## src/rtl/serial_adder_pkg.sv

```systemverilog
// Shared definitions for the bit-serial adder: FSM state encoding and the
// legal WIDTH range checked at elaboration.
package serial_adder_pkg;

    localparam logic [1:0] ST_IDLE = 2'd0;
    localparam logic [1:0] ST_RUN  = 2'd1;
    localparam logic [1:0] ST_DONE = 2'd2;

    localparam int WIDTH_MIN = 2;
    localparam int WIDTH_MAX = 32;

    typedef enum logic [1:0] {
        S_IDLE = ST_IDLE,
        S_RUN  = ST_RUN,
        S_DONE = ST_DONE
    } state_t;

endpackage

```

## src/rtl/serial_adder_if.sv

```systemverilog
// Operand/result handshake bundle for serial_adder.
// The ovf wire exists only when SERIAL_ADDER_OVF_EN is defined.
interface serial_adder_if #(
    parameter int WIDTH = 8
);
    logic             in_valid;
    logic             in_ready;
    logic [WIDTH-1:0] a;
    logic [WIDTH-1:0] b;
    logic             cin;
    logic             out_valid;
    logic             out_ready;
    logic [WIDTH-1:0] sum;
    logic             cout;
    logic             busy;
`ifdef SERIAL_ADDER_OVF_EN
    logic             ovf;
`endif

    // The producer/consumer side of the adder.
    modport master (
        output in_valid, a, b, cin, out_ready,
`ifdef SERIAL_ADDER_OVF_EN
        input  ovf,
`endif
        input  in_ready, out_valid, sum, cout, busy
    );

    // The adder side.
    modport slave (
        input  in_valid, a, b, cin, out_ready,
`ifdef SERIAL_ADDER_OVF_EN
        output ovf,
`endif
        output in_ready, out_valid, sum, cout, busy
    );
endinterface

```

## src/rtl/serial_adder_fa_cell.sv

```systemverilog
// One-bit combinational full adder; the only arithmetic element of the
// serial adder.
module fa_cell (
    input  logic x,
    input  logic y,
    input  logic ci,
    output logic s,
    output logic co
);
    assign s  = x ^ y ^ ci;
    assign co = (x & y) | (ci & (x ^ y));
endmodule

```

## src/rtl/serial_adder.sv

```systemverilog
// Bit-serial WIDTH-bit adder: one bit per clock, LSB first, through fa_cell.
// Define SERIAL_ADDER_OVF_EN to add the signed-overflow output bus.ovf.
module serial_adder
    import serial_adder_pkg::*;
#(
    parameter int WIDTH = 8
) (
    input  logic           clk,
    input  logic           rst,
    serial_adder_if.slave  bus
);
    localparam int               CNT_W    = (WIDTH > 1) ? $clog2(WIDTH) : 1;
    localparam logic [CNT_W-1:0] LAST_CNT = CNT_W'(WIDTH - 1);

    generate
        if (WIDTH < WIDTH_MIN || WIDTH > WIDTH_MAX) begin : g_width_check
            $error("serial_adder: WIDTH out of legal range");
        end
    endgenerate

    state_t           state_q;
    logic [WIDTH-1:0] a_sh_q;
    logic [WIDTH-1:0] b_sh_q;
    logic [WIDTH-1:0] s_sh_q;
    logic [WIDTH-1:0] s_sh_d;
    logic [WIDTH-1:0] sum_q;
    logic [CNT_W-1:0] count_q;
    logic             carry_q;
    logic             cout_q;
    logic             out_valid_q;
    logic             busy_q;
    logic             fa_s;
    logic             fa_co;
`ifdef SERIAL_ADDER_OVF_EN
    logic             ovf_q;
`endif

    fa_cell u_fa (
        .x  (a_sh_q[0]),
        .y  (b_sh_q[0]),
        .ci (carry_q),
        .s  (fa_s),
        .co (fa_co)
    );

    // New sum bit enters at the MSB so after WIDTH shifts bit 0 lands at bit 0.
    assign s_sh_d = {fa_s, s_sh_q[WIDTH-1:1]};

    // Control FSM and datapath registers.
    always_ff @(posedge clk or posedge rst) begin
        if (rst) begin
            state_q     <= S_IDLE;
            a_sh_q      <= '0;
            b_sh_q      <= '0;
            s_sh_q      <= '0;
            sum_q       <= '0;
            count_q     <= '0;
            carry_q     <= 1'b0;
            cout_q      <= 1'b0;
            out_valid_q <= 1'b0;
            busy_q      <= 1'b0;
`ifdef SERIAL_ADDER_OVF_EN
            ovf_q       <= 1'b0;
`endif
        end else begin
            case (state_q)
                S_IDLE: begin
                    if (bus.in_valid) begin
                        a_sh_q  <= bus.a;
                        b_sh_q  <= bus.b;
                        carry_q <= bus.cin;
                        s_sh_q  <= '0;
                        count_q <= '0;
                        busy_q  <= 1'b1;
                        state_q <= S_RUN;
                    end
                end
                S_RUN: begin
                    carry_q <= fa_co;
                    a_sh_q  <= {1'b0, a_sh_q[WIDTH-1:1]};
                    b_sh_q  <= {1'b0, b_sh_q[WIDTH-1:1]};
                    s_sh_q  <= s_sh_d;
                    count_q <= count_q + CNT_W'(1);
                    if (count_q == LAST_CNT) begin
                        sum_q       <= s_sh_d;
                        cout_q      <= fa_co;
`ifdef SERIAL_ADDER_OVF_EN
                        // carry_q is the carry into the MSB on this final bit.
                        ovf_q       <= carry_q ^ fa_co;
`endif
                        out_valid_q <= 1'b1;
                        busy_q      <= 1'b0;
                        state_q     <= S_DONE;
                    end
                end
                S_DONE: begin
                    if (bus.out_ready) begin
                        out_valid_q <= 1'b0;
                        state_q     <= S_IDLE;
                    end
                end
                default: begin
                    out_valid_q <= 1'b0;
                    busy_q      <= 1'b0;
                    state_q     <= S_IDLE;
                end
            endcase
        end
    end

    assign bus.in_ready  = (state_q == S_IDLE);
    assign bus.out_valid = out_valid_q;
    assign bus.sum       = sum_q;
    assign bus.cout      = cout_q;
    assign bus.busy      = busy_q;
`ifdef SERIAL_ADDER_OVF_EN
    assign bus.ovf       = ovf_q;
`endif

endmodule

```

## src/flat_wrapper.sv

```systemverilog
// flat-port wrapper written by rule: the top's interface ports become plain ports
module serial_adder_flat import serial_adder_pkg::*;
#(
    parameter int WIDTH = 8
)
  (clk, rst, bus_in_valid, bus_a, bus_b, bus_cin, bus_out_ready, bus_in_ready, bus_out_valid, bus_sum, bus_cout, bus_busy);
  serial_adder_if #(.WIDTH(WIDTH)) bus_i ();
  input  logic clk;
  input  logic rst;
  input wire logic [$bits(bus_i.in_valid)-1:0] bus_in_valid;
  input wire logic [$bits(bus_i.a)-1:0] bus_a;
  input wire logic [$bits(bus_i.b)-1:0] bus_b;
  input wire logic [$bits(bus_i.cin)-1:0] bus_cin;
  input wire logic [$bits(bus_i.out_ready)-1:0] bus_out_ready;
  output wire logic [$bits(bus_i.in_ready)-1:0] bus_in_ready;
  output wire logic [$bits(bus_i.out_valid)-1:0] bus_out_valid;
  output wire logic [$bits(bus_i.sum)-1:0] bus_sum;
  output wire logic [$bits(bus_i.cout)-1:0] bus_cout;
  output wire logic [$bits(bus_i.busy)-1:0] bus_busy;
  assign bus_i.in_valid = bus_in_valid;
  assign bus_i.a = bus_a;
  assign bus_i.b = bus_b;
  assign bus_i.cin = bus_cin;
  assign bus_i.out_ready = bus_out_ready;
  assign bus_in_ready = bus_i.in_ready;
  assign bus_out_valid = bus_i.out_valid;
  assign bus_sum = bus_i.sum;
  assign bus_cout = bus_i.cout;
  assign bus_busy = bus_i.busy;
  serial_adder #(.WIDTH(WIDTH)) u_core (.clk(clk), .rst(rst), .bus(bus_i));
endmodule
```

## config.mk

```make
export PLATFORM = sky130hd
export DESIGN_NAME = serial_adder_flat
export DESIGN_NICKNAME = d
export VERILOG_FILES = /design/src/rtl/serial_adder_pkg.sv /design/src/rtl/serial_adder_if.sv /design/src/rtl/serial_adder_fa_cell.sv /design/src/rtl/serial_adder.sv /design/src/flat_wrapper.sv
export SDC_FILE = /design/constraint.sdc
export NUM_CORES = 1
export LEC_CHECK = 0
export CAP_MARGIN = 20
export CELL_PAD_IN_SITES_DETAIL_PLACEMENT = 1
export CELL_PAD_IN_SITES_GLOBAL_PLACEMENT = 1
export CORE_MARGIN = 4
export CORE_UTILIZATION = 43
export DETAILED_ROUTE_END_ITERATION = 7
export PLACE_DENSITY_LB_ADDON = 0.1
export SLEW_MARGIN = 10
export SYNTH_ARGS = -nofsm -noshare
export SYNTH_HDL_FRONTEND = slang
export SYNTH_SLANG_ARGS = --single-unit
```

## constraint.sdc

```tcl
create_clock -name clk -period 3.3 [get_ports clk]
set_clock_uncertainty 0.05 [all_clocks]
set_input_delay 0.99 -clock clk [delete_from_list [all_inputs] [get_ports clk]]
set_output_delay 0.99 -clock clk [all_outputs]
set_load 0.02 [all_outputs]
```

---- Word level (Yosys, flattened, before mapping) ----
Index checks and enable logic that the tools add are counted.
storage, ports and cells
  bits in registers ....................... 41
  input bits .............................. 21
  output and inout port bits .............. 12
cells by class
  $add $sub $neg .......................... 1
  eq/ne operators ......................... 6
  multiplexer cells ....................... 20
  bitwise logic cells ..................... 7
  reductions and logical operators ........ 7
operators with widths
  operator                                                                  count
  8-bit case mux with 2 select lines                                        3
  8-bit two-way mux                                                         3
  3-bit AND reduction                                                       3
  2-bit two-way mux                                                         3
  1-bit case mux with 3 select lines                                        2
  2-bit case mux with 3 select lines                                        1
  3-bit case mux with 2 select lines                                        1
  1-bit two-way mux                                                         5
  2-bit inequality test (second input constant)                             2
  2-bit AND reduction                                                       2
  3-bit by 1-bit adder with 3-bit output (second input constant)            1
  3-bit == test (second input constant)                                     1
  3-bit two-way mux                                                         1
  1-bit AND                                                                 2
  2-bit by 1-bit == test with 1-bit output (second input constant)          1
  2-bit == test (second input constant)                                     1
  2-bit zero test                                                           1
  2-bit by 1-bit inequality test with 1-bit output (second input constant)  1
  1-bit NOT                                                                 2
  1-bit case mux with 2 select lines                                        1
  2-bit nonzero test                                                        1
  1-bit XOR                                                                 2
  1-bit OR                                                                  1

---- Longest topological paths before layout ----
Gate-level depths: netlist (run 1).
  depth after elaboration ................. 4
  mapped depth ............................ 6
  mapped depth without buffers ............ 5

---- Cells and area by module ----
A second synthesis (run 1) with hierarchy kept.
second synthesis, totals
  cell total of the unflattened synthesis .. 145
  area, all modules ....................... 1771.7 µm²
by module, submodules not included
  module        instances  cells an instance  area each (µm²)  sequential area each (µm²)
  serial_adder  1          144                1751.7           1001.0
  fa_cell       1          1                  20.0             0.0

---- Least setup slack after synthesis (run 1) ----
Ideal clock, no wire load.
  path type ............................... flip-flop to output port
  start ................................... reg u_core.state_q[0]
  end ..................................... out bus_in_ready
  data arrival time ....................... 0.825 ns
  data required time ...................... 2.260 ns
  setup slack ............................. 1.435 ns
  cell stages (with the launch flop) ...... 3
  path buffers ............................ 1
  cell sequence ........................... dfrtp_1 -> buf_6 -> nor2_1
between the ends
  cells in the longest elaborated chain, start to end .. 1
ends and longest elaborated chain
  what                      line                 text
  start: declaration        serial_adder.sv:21   state_t state_q;
  start signal: assignment  serial_adder.sv:52   state_q <= S_IDLE;
  start signal: assignment  serial_adder.sv:75   state_q <= S_RUN;
  start signal: assignment  serial_adder.sv:93   state_q <= S_DONE;
  2-bit zero test           serial_adder.sv:111  assign bus.in_ready = (state_q == S_IDLE);
  end: declaration          flat_wrapper.sv:15   output wire logic [$bits(bus_i.in_ready)-1:0] bus_in_ready;
Every way passes these cells.

---- Final worst setup path (run 1) ----
Ends and elaborated chain as after synthesis.

==> flow_summary.json, run 1 <==
{
  "outcome": "finished, final reports clean",
  "power.leakage_uw": 0.0009530,
  "critPathCapture": "bus_in_ready",
  "drtPass1Iterations": 4,
  "ys_ff_latch": 40,
  "min_period_ns": 2.654,
  "fin_area_um2": 2186,
  "place_ws_ns": 0.8482,
  "criticalPathCategory": "reg -> out",
  "endpoint_kind": "output port",
  "routed_wl_um": 3914,
  "yosysWarnings": 0,
  "grt_usage": 0.1701,
  "netlist.area_leader.share": 0.5731,
  "first_global_vias": 1412,
  "crit_fanout": 11,
  "setup_viol_count_final": 0,
  "finalPower_uw": 2071,
  "drv_cap": 0,
  "htreeDepth": 2,
  "final_hold_viol_count": 0,
  "fin_util": 0.5754,
  "clkSinkCount": 40,
  "drive_gt1_frac": 0.1180,
  "syn_area_um2": 1747,
  "io_pins": 33,
  "clk_latency_ns": 0.30,
  "r2r_end": "u_core.bus.sum[1]$_DFFE_PP0P_",
  "grt_pass1_wl_um": 6768,
  "vias": 1312,
  "numPortBuffers": 32,
  "dieArea_um2": 5146,
  "required_ns": 2.26,
  "first_iter_violations": 92,
  "clk_pin_slew_ns": 0.08,
  "tritoncts": "yes",
  "avgSynthCellArea_um2": 11.88,
  "area.growth.synth_to_final_pct": 25.14,
  "fin_crit_sh": 0.8042,
  "synth.top_cells.by_area": "dfrtp_1 57%, o22ai_1 10%, mux2_4 6.9%",
  "cts.repair.resized": 0,
  "yosysUniqueCellTypes": 24,
  "hold_class": "reg -> reg",
  "layout_commonest_cell": "dfrtp_1",
  "post_cts_buffers": 0,
  "remaining_drc_errors": 0,
  "std_cell_rows": 22,
  "fin_setup_tns_ns": 0,
  "clockRootBuffer": "clkbuf_8",
  "tightest_slew_ns": 0.6518,
  "clockBufferDepth": 2,
  "cts_buffers": 5,
  "r2r-start": "u_core.state_q[1]$_DFFE_PP0P_",
  "antenna_found_initial": 0,
  "worstSetupStartpoint": "u_core.state_q[0]$_DFFE_PP0P_",
  "die_h_um": 71.74,
  "ff2ff_path_depth": 3,
  "antenna_left": 0,
  "overflow": 0,
  "antenna_cells": 0,
  "fp.coreArea_um2": 3799,
  "irDropWorstVdd_mv": 0.3517,
  "dp_hpwl_um": 2707,
  "fin_ws_ns": 0.6462,
  "power_density_nw_per_um2": 947.2,
  "final_cell_mix": "40 x dfrtp_1, 32 x clkdlybuf4s50_1, 28 x o22ai_1",
  "syn_inst": 147,
  "startpoint_type": "register",
  "synth_area_leader_cell": "dfrtp_1",
  "wl_per_cell_um": 17.32,
  "holdBufCountCts": 0,
  "place_area_um2": 2074,
  "fin_nets": 201,
  "initial_core_util": 0.4598,
  "final-max-slew-violation-count": 0,
  "relSlewSlack": 0.5654,
  "vias_per_cell": 5.805,
  "r2r_slack_ns": 1.63,
  "place_congestion": 0.7574,
  "rsz0062_at_grt": "false",
  "seq_area_frac_synth": 0.5731,
  "arrival_ns": 1.61,
  "max_freq_mhz": 376.8,
  "syn_nets": 171,
  "grt_max_degree": 41,
  "die_x_um": 71.74
}
worst max-delay path: stages (launching register included):
cell and delay, ns:
dfrtp_1 0.50, nor2_1 0.19, clkdlybuf4s50_1 0.63
final cells by class:
type,instances,area [um2]
Multi-Input combinational cell,91,655.6
Inverter,4,15.01
Clock buffer,5,68.82
Fill cell,422,1613
Sequential cell,40,1001
Clock inverter,3,42.54
Tap cell,48,60.06
Timing Repair Buffer,35,342.8
logic make-up after synthesis:
group,synth area share
flops,0.5731
simple gates,0.05229
compound gates,0.2221
fa+ha+maj,0.02579
mux,0.07522
buf+inv,0.05157
state kept, by name (all words and copies together), names as in the netlist:
name / flops
u_core.a_sh_q: 8
u_core.bus.sum: 8
u_core.s_sh_q: 7
u_core.state_q: 2
u_core.bus.cout: 1
u_core.count_q: 3
u_core.bus.out_valid: 1
u_core.bus.busy: 1
u_core.carry_q: 1
u_core.b_sh_q: 8
routing by layer:
metal / GRT usage / wire length (um) / share of wire / vias to the layer above
met3: 0.05610 / 154 / 0.039 / 5
met4: 0.06889 / 61 / 0.016 / 0
met2: 0.2602 / 1898 / 0.48 / 36
met1: 0.2221 / 1801 / 0.46 / 668
li1: - / - / - / 603
met5: 0 / 0 / 0 / -
through the flow:
stage               instances  hold WS (ns)
global route              226        0.4733
finish                    226        0.4389
floorplan                 147        0.4043
detailed placement        218        0.4281
global placement          218        0.4088
CTS                       226        0.4459
cell usage after synthesis:
master / n
mux2_4: 8
nor2_1: 5
o21ai_1: 1
clkbuf_1: 3
nand2b_1: 3
buf_6: 3
buf_2: 6
nor2b_1: 2
mux2_2: 1
fa_1: 1
o21ai_0: 4
nand2_1: 6
nand2_4: 1
a22o_1: 9
and2b_1: 1
a32o_1: 1
dfrtp_1: 40
a221oi_1: 1
o31ai_1: 1
o22ai_1: 28
a21oi_1: 15
o21bai_1: 1
inv_1: 4
ha_1: 2
worst min-delay path by stage:
stage / from / to / slack [ns] / depth (start not counted)
2_1_floorplan: u_core.count_q[0]$_DFFE_PP0P_ / u_core.count_q[0]$_DFFE_PP0P_ / 0.40 / 1
3_3_place_gp: u_core.bus.out_valid$_DFFE_PP0P_ / u_core.bus.out_valid$_DFFE_PP0P_ / 0.41 / 2
3_5_place_dp: u_core.bus.out_valid$_DFFE_PP0P_ / u_core.bus.out_valid$_DFFE_PP0P_ / 0.43 / 2
4_1_cts: u_core.bus.out_valid$_DFFE_PP0P_ / u_core.bus.out_valid$_DFFE_PP0P_ / 0.45 / 2
5_1_grt: u_core.count_q[0]$_DFFE_PP0P_ / u_core.count_q[0]$_DFFE_PP0P_ / 0.47 / 1
6_report: u_core.bus.out_valid$_DFFE_PP0P_ / u_core.bus.out_valid$_DFFE_PP0P_ / 0.44 / 2
where the power goes:
group	total [uW]	switching [uW]	internal, uW
logic	794	395	399
registers	874	170	704
clock network	402	178	224
Power figures use the tool's default switching activity.
==> run 2: changes to the inputs <==
Settings changed: CORE_UTILIZATION 43 to 36.
Clock period 3.3 ns to 2.2 ns, I/O delays scaled along.
==> flow_summary.json, run 2 (synthesized netlist as in run 1, its figures left out) <==
{
  "outcome": "finished, final reports clean",
  "die_x_um": 77.66,
  "vias_per_cell": 5.138,
  "power_frac_clock": 0.151,
  "cts_buffers": 5,
  "layout_commonest_cell": "dfrtp_1",
  "wl_per_cell_um": 15.77,
  "first_iter_violations": 34,
  "fin_ws_ns": 0.2096,
  "place_ws_ns": 0.05342,
  "grt_max_degree": 41,
  "setup_viol_count_final": 0,
  "p_comb_frac": 0.416,
  "fillers": 514,
  "hold_class": "reg -> reg",
  "criticalPathCategory": "reg -> out",
  "antenna_found_initial": 0,
  "overflow": 0,
  "fin_crit_sh": 0.9047,
  "die_h_um": 77.66,
  "vias": 1269,
  "p_sw_uw": 1082,
  "fp.coreArea_um2": 4723,
  "max_stage_delay_ns": 0.62,
  "grt_util_met3": 0.03480,
  "initial_core_util": 0.3698,
  "drtPass1Iterations": 4,
  "io_pins": 33,
  "busiest_layer": "met2",
  "fin_nets": 204,
  "remaining_drc_errors": 0,
  "swShare": 0.3637,
  "final_cell_mix": "40 x dfrtp_1, 31 x clkdlybuf4s50_1, 28 x o22ai_1",
  "max_freq_mhz": 502.4,
  "cp_top_family": "buffers and inverters",
  "place_congestion": 0.7985,
  "clk_pin_slew_ns": 0.07,
  "irDropWorstVdd_mv": 0.4152,
  "min_period_ns": 1.990,
  "post_cts_buffers": 0,
  "routed_wl_um": 3895,
  "fin_setup_tns_ns": 0,
  "grt_use_met1": 0.1853,
  "clkSinkCount": 40,
  "crit_chain": "clkdlybuf4s50_1",
  "final-max-slew-violation-count": 0,
  "place_area_um2": 2121,
  "endpoint_kind": "output port",
  "area.growth.synth_to_final_pct": 25.79,
  "final_hold_viol_count": 0,
  "arrival_ns": 1.28,
  "antenna_left": 0,
  "finalPower_uw": 2976,
  "clk_latency_ns": 0.28,
  "first_global_vias": 1422,
  "required_ns": 1.49,
  "antenna_cells": 0,
  "path_buf_inv": 1,
  "std_cell_rows": 25,
  "relSlewSlack": 0.5821,
  "cp_slowest_cell": "clkdlybuf4s50_1",
  "tritoncts": "yes",
  "power.leakage_uw": 0.0009573,
  "rsz0062_at_grt": "false",
  "crit_fanout": 3,
  "power_density_nw_per_um2": 1355,
  "drv_cap": 0,
  "drive_gt1_frac": 0.1222,
  "clockBufferDepth": 2,
  "dp_hpwl_um": 2746,
  "htreeDepth": 2,
  "clockRootBuffer": "clkbuf_8",
  "tightest_slew_ns": 0.6269,
  "fin_area_um2": 2197,
  "met2_usage": 0.2183,
  "dieArea_um2": 6030,
  "startpoint_type": "register",
  "seqPwrFrac": 0.433,
  "numPortBuffers": 32,
  "grt_usage": 0.1409,
  "grt_pass1_wl_um": 6734,
  "p_int_uw": 1894
}
## run 2: cell count changes in the layout (fill, tap and decap cells not counted), sizes merged
cell           change
buf                +3
bufinv             -1
clkbuf             +1
clkdlybuf4s50      -1
clkinvlp           -1
dlygate4sd2        +1
## run 2: worst reg2reg max path: cells and delay by family, from the launching register on
kind                     cells  cell delay (ns)
adder cells (fa/ha/maj)      2             0.46
flip-flops                   1             0.41
multiplexers                 1             0.37
AND/OR/NAND/NOR              1             0.20
## run 2: power by group through the flow
stage	Clock, uW	Sequential [uW]	Combinational, uW
after floorplan	0	1340	801
after global placement	0	1280	1220
after detailed placement	0	1300	1270
after CTS	473	1290	1260
after global routing	508	1330	1380
final	448	1290	1240
## run 2: path summary, 6_finish.rpt
check	start	end	slack [ns]	depth (start not counted)
worst max register to register	u_core.count_q[0]$_DFFE_PP0P_	u_core.bus.cout$_DFFE_PP0P_	0.62	4
max in group asynchronous	rst	u_core.count_q[0]$_DFFE_PP0P_	1.00	3
min in group asynchronous	rst	u_core.s_sh_q[1]$_DFFE_PP0P_	0.75	3
worst max-delay path	u_core.bus.busy$_DFFE_PP0P_	bus_busy	0.21	1
worst min register to register	u_core.bus.out_valid$_DFFE_PP0P_	u_core.bus.out_valid$_DFFE_PP0P_	0.44	2
worst min-delay path	u_core.bus.out_valid$_DFFE_PP0P_	u_core.bus.out_valid$_DFFE_PP0P_	0.44	2
## run 2: metrics by stage
| step | cells | hold WS (ns) | util |
|---|---|---|---|
| after detailed placement | 240 | 0.4227 | 0.4490 |
| after global routing | 247 | 0.4512 | 0.4652 |
| after floorplan | 147 | 0.4043 | - |
| after global placement | 240 | 0.4084 | 0.4490 |
| final | 247 | 0.4367 | 0.4652 |
| after CTS | 247 | 0.4399 | 0.4652 |
## run 2: cell type report
class                           instances  area [um2]  share of cell area
Timing Repair Buffer                   38       364.1              0.1657
Tap cell                               67       83.83             0.03815
Clock inverter                          1       5.005            0.002278
Clock buffer                            6       72.57             0.03303
Multi-Input combinational cell         91       655.6              0.2984
Inverter                                4       15.01            0.006834
Sequential cell                        40        1001              0.4556
## run 2: what timing repair did
item,CTS,global route
resized for setup,1,0
hold buffers,0,0
endpoints found under the setup margin,1,0
endpoints found under the hold margin,0,0
## run 2: layer usage
| layer | vias to the layer above | wire length, um | part of all wire |
|---|---|---|---|
| li1 | 606 | - | - |
| met1 | 630 | 1875 | 0.48 |
| met2 | 27 | 1800 | 0.46 |
| met3 | 6 | 152 | 0.039 |
| met4 | 0 | 66 | 0.017 |
| met5 | - | 0 | 0 |
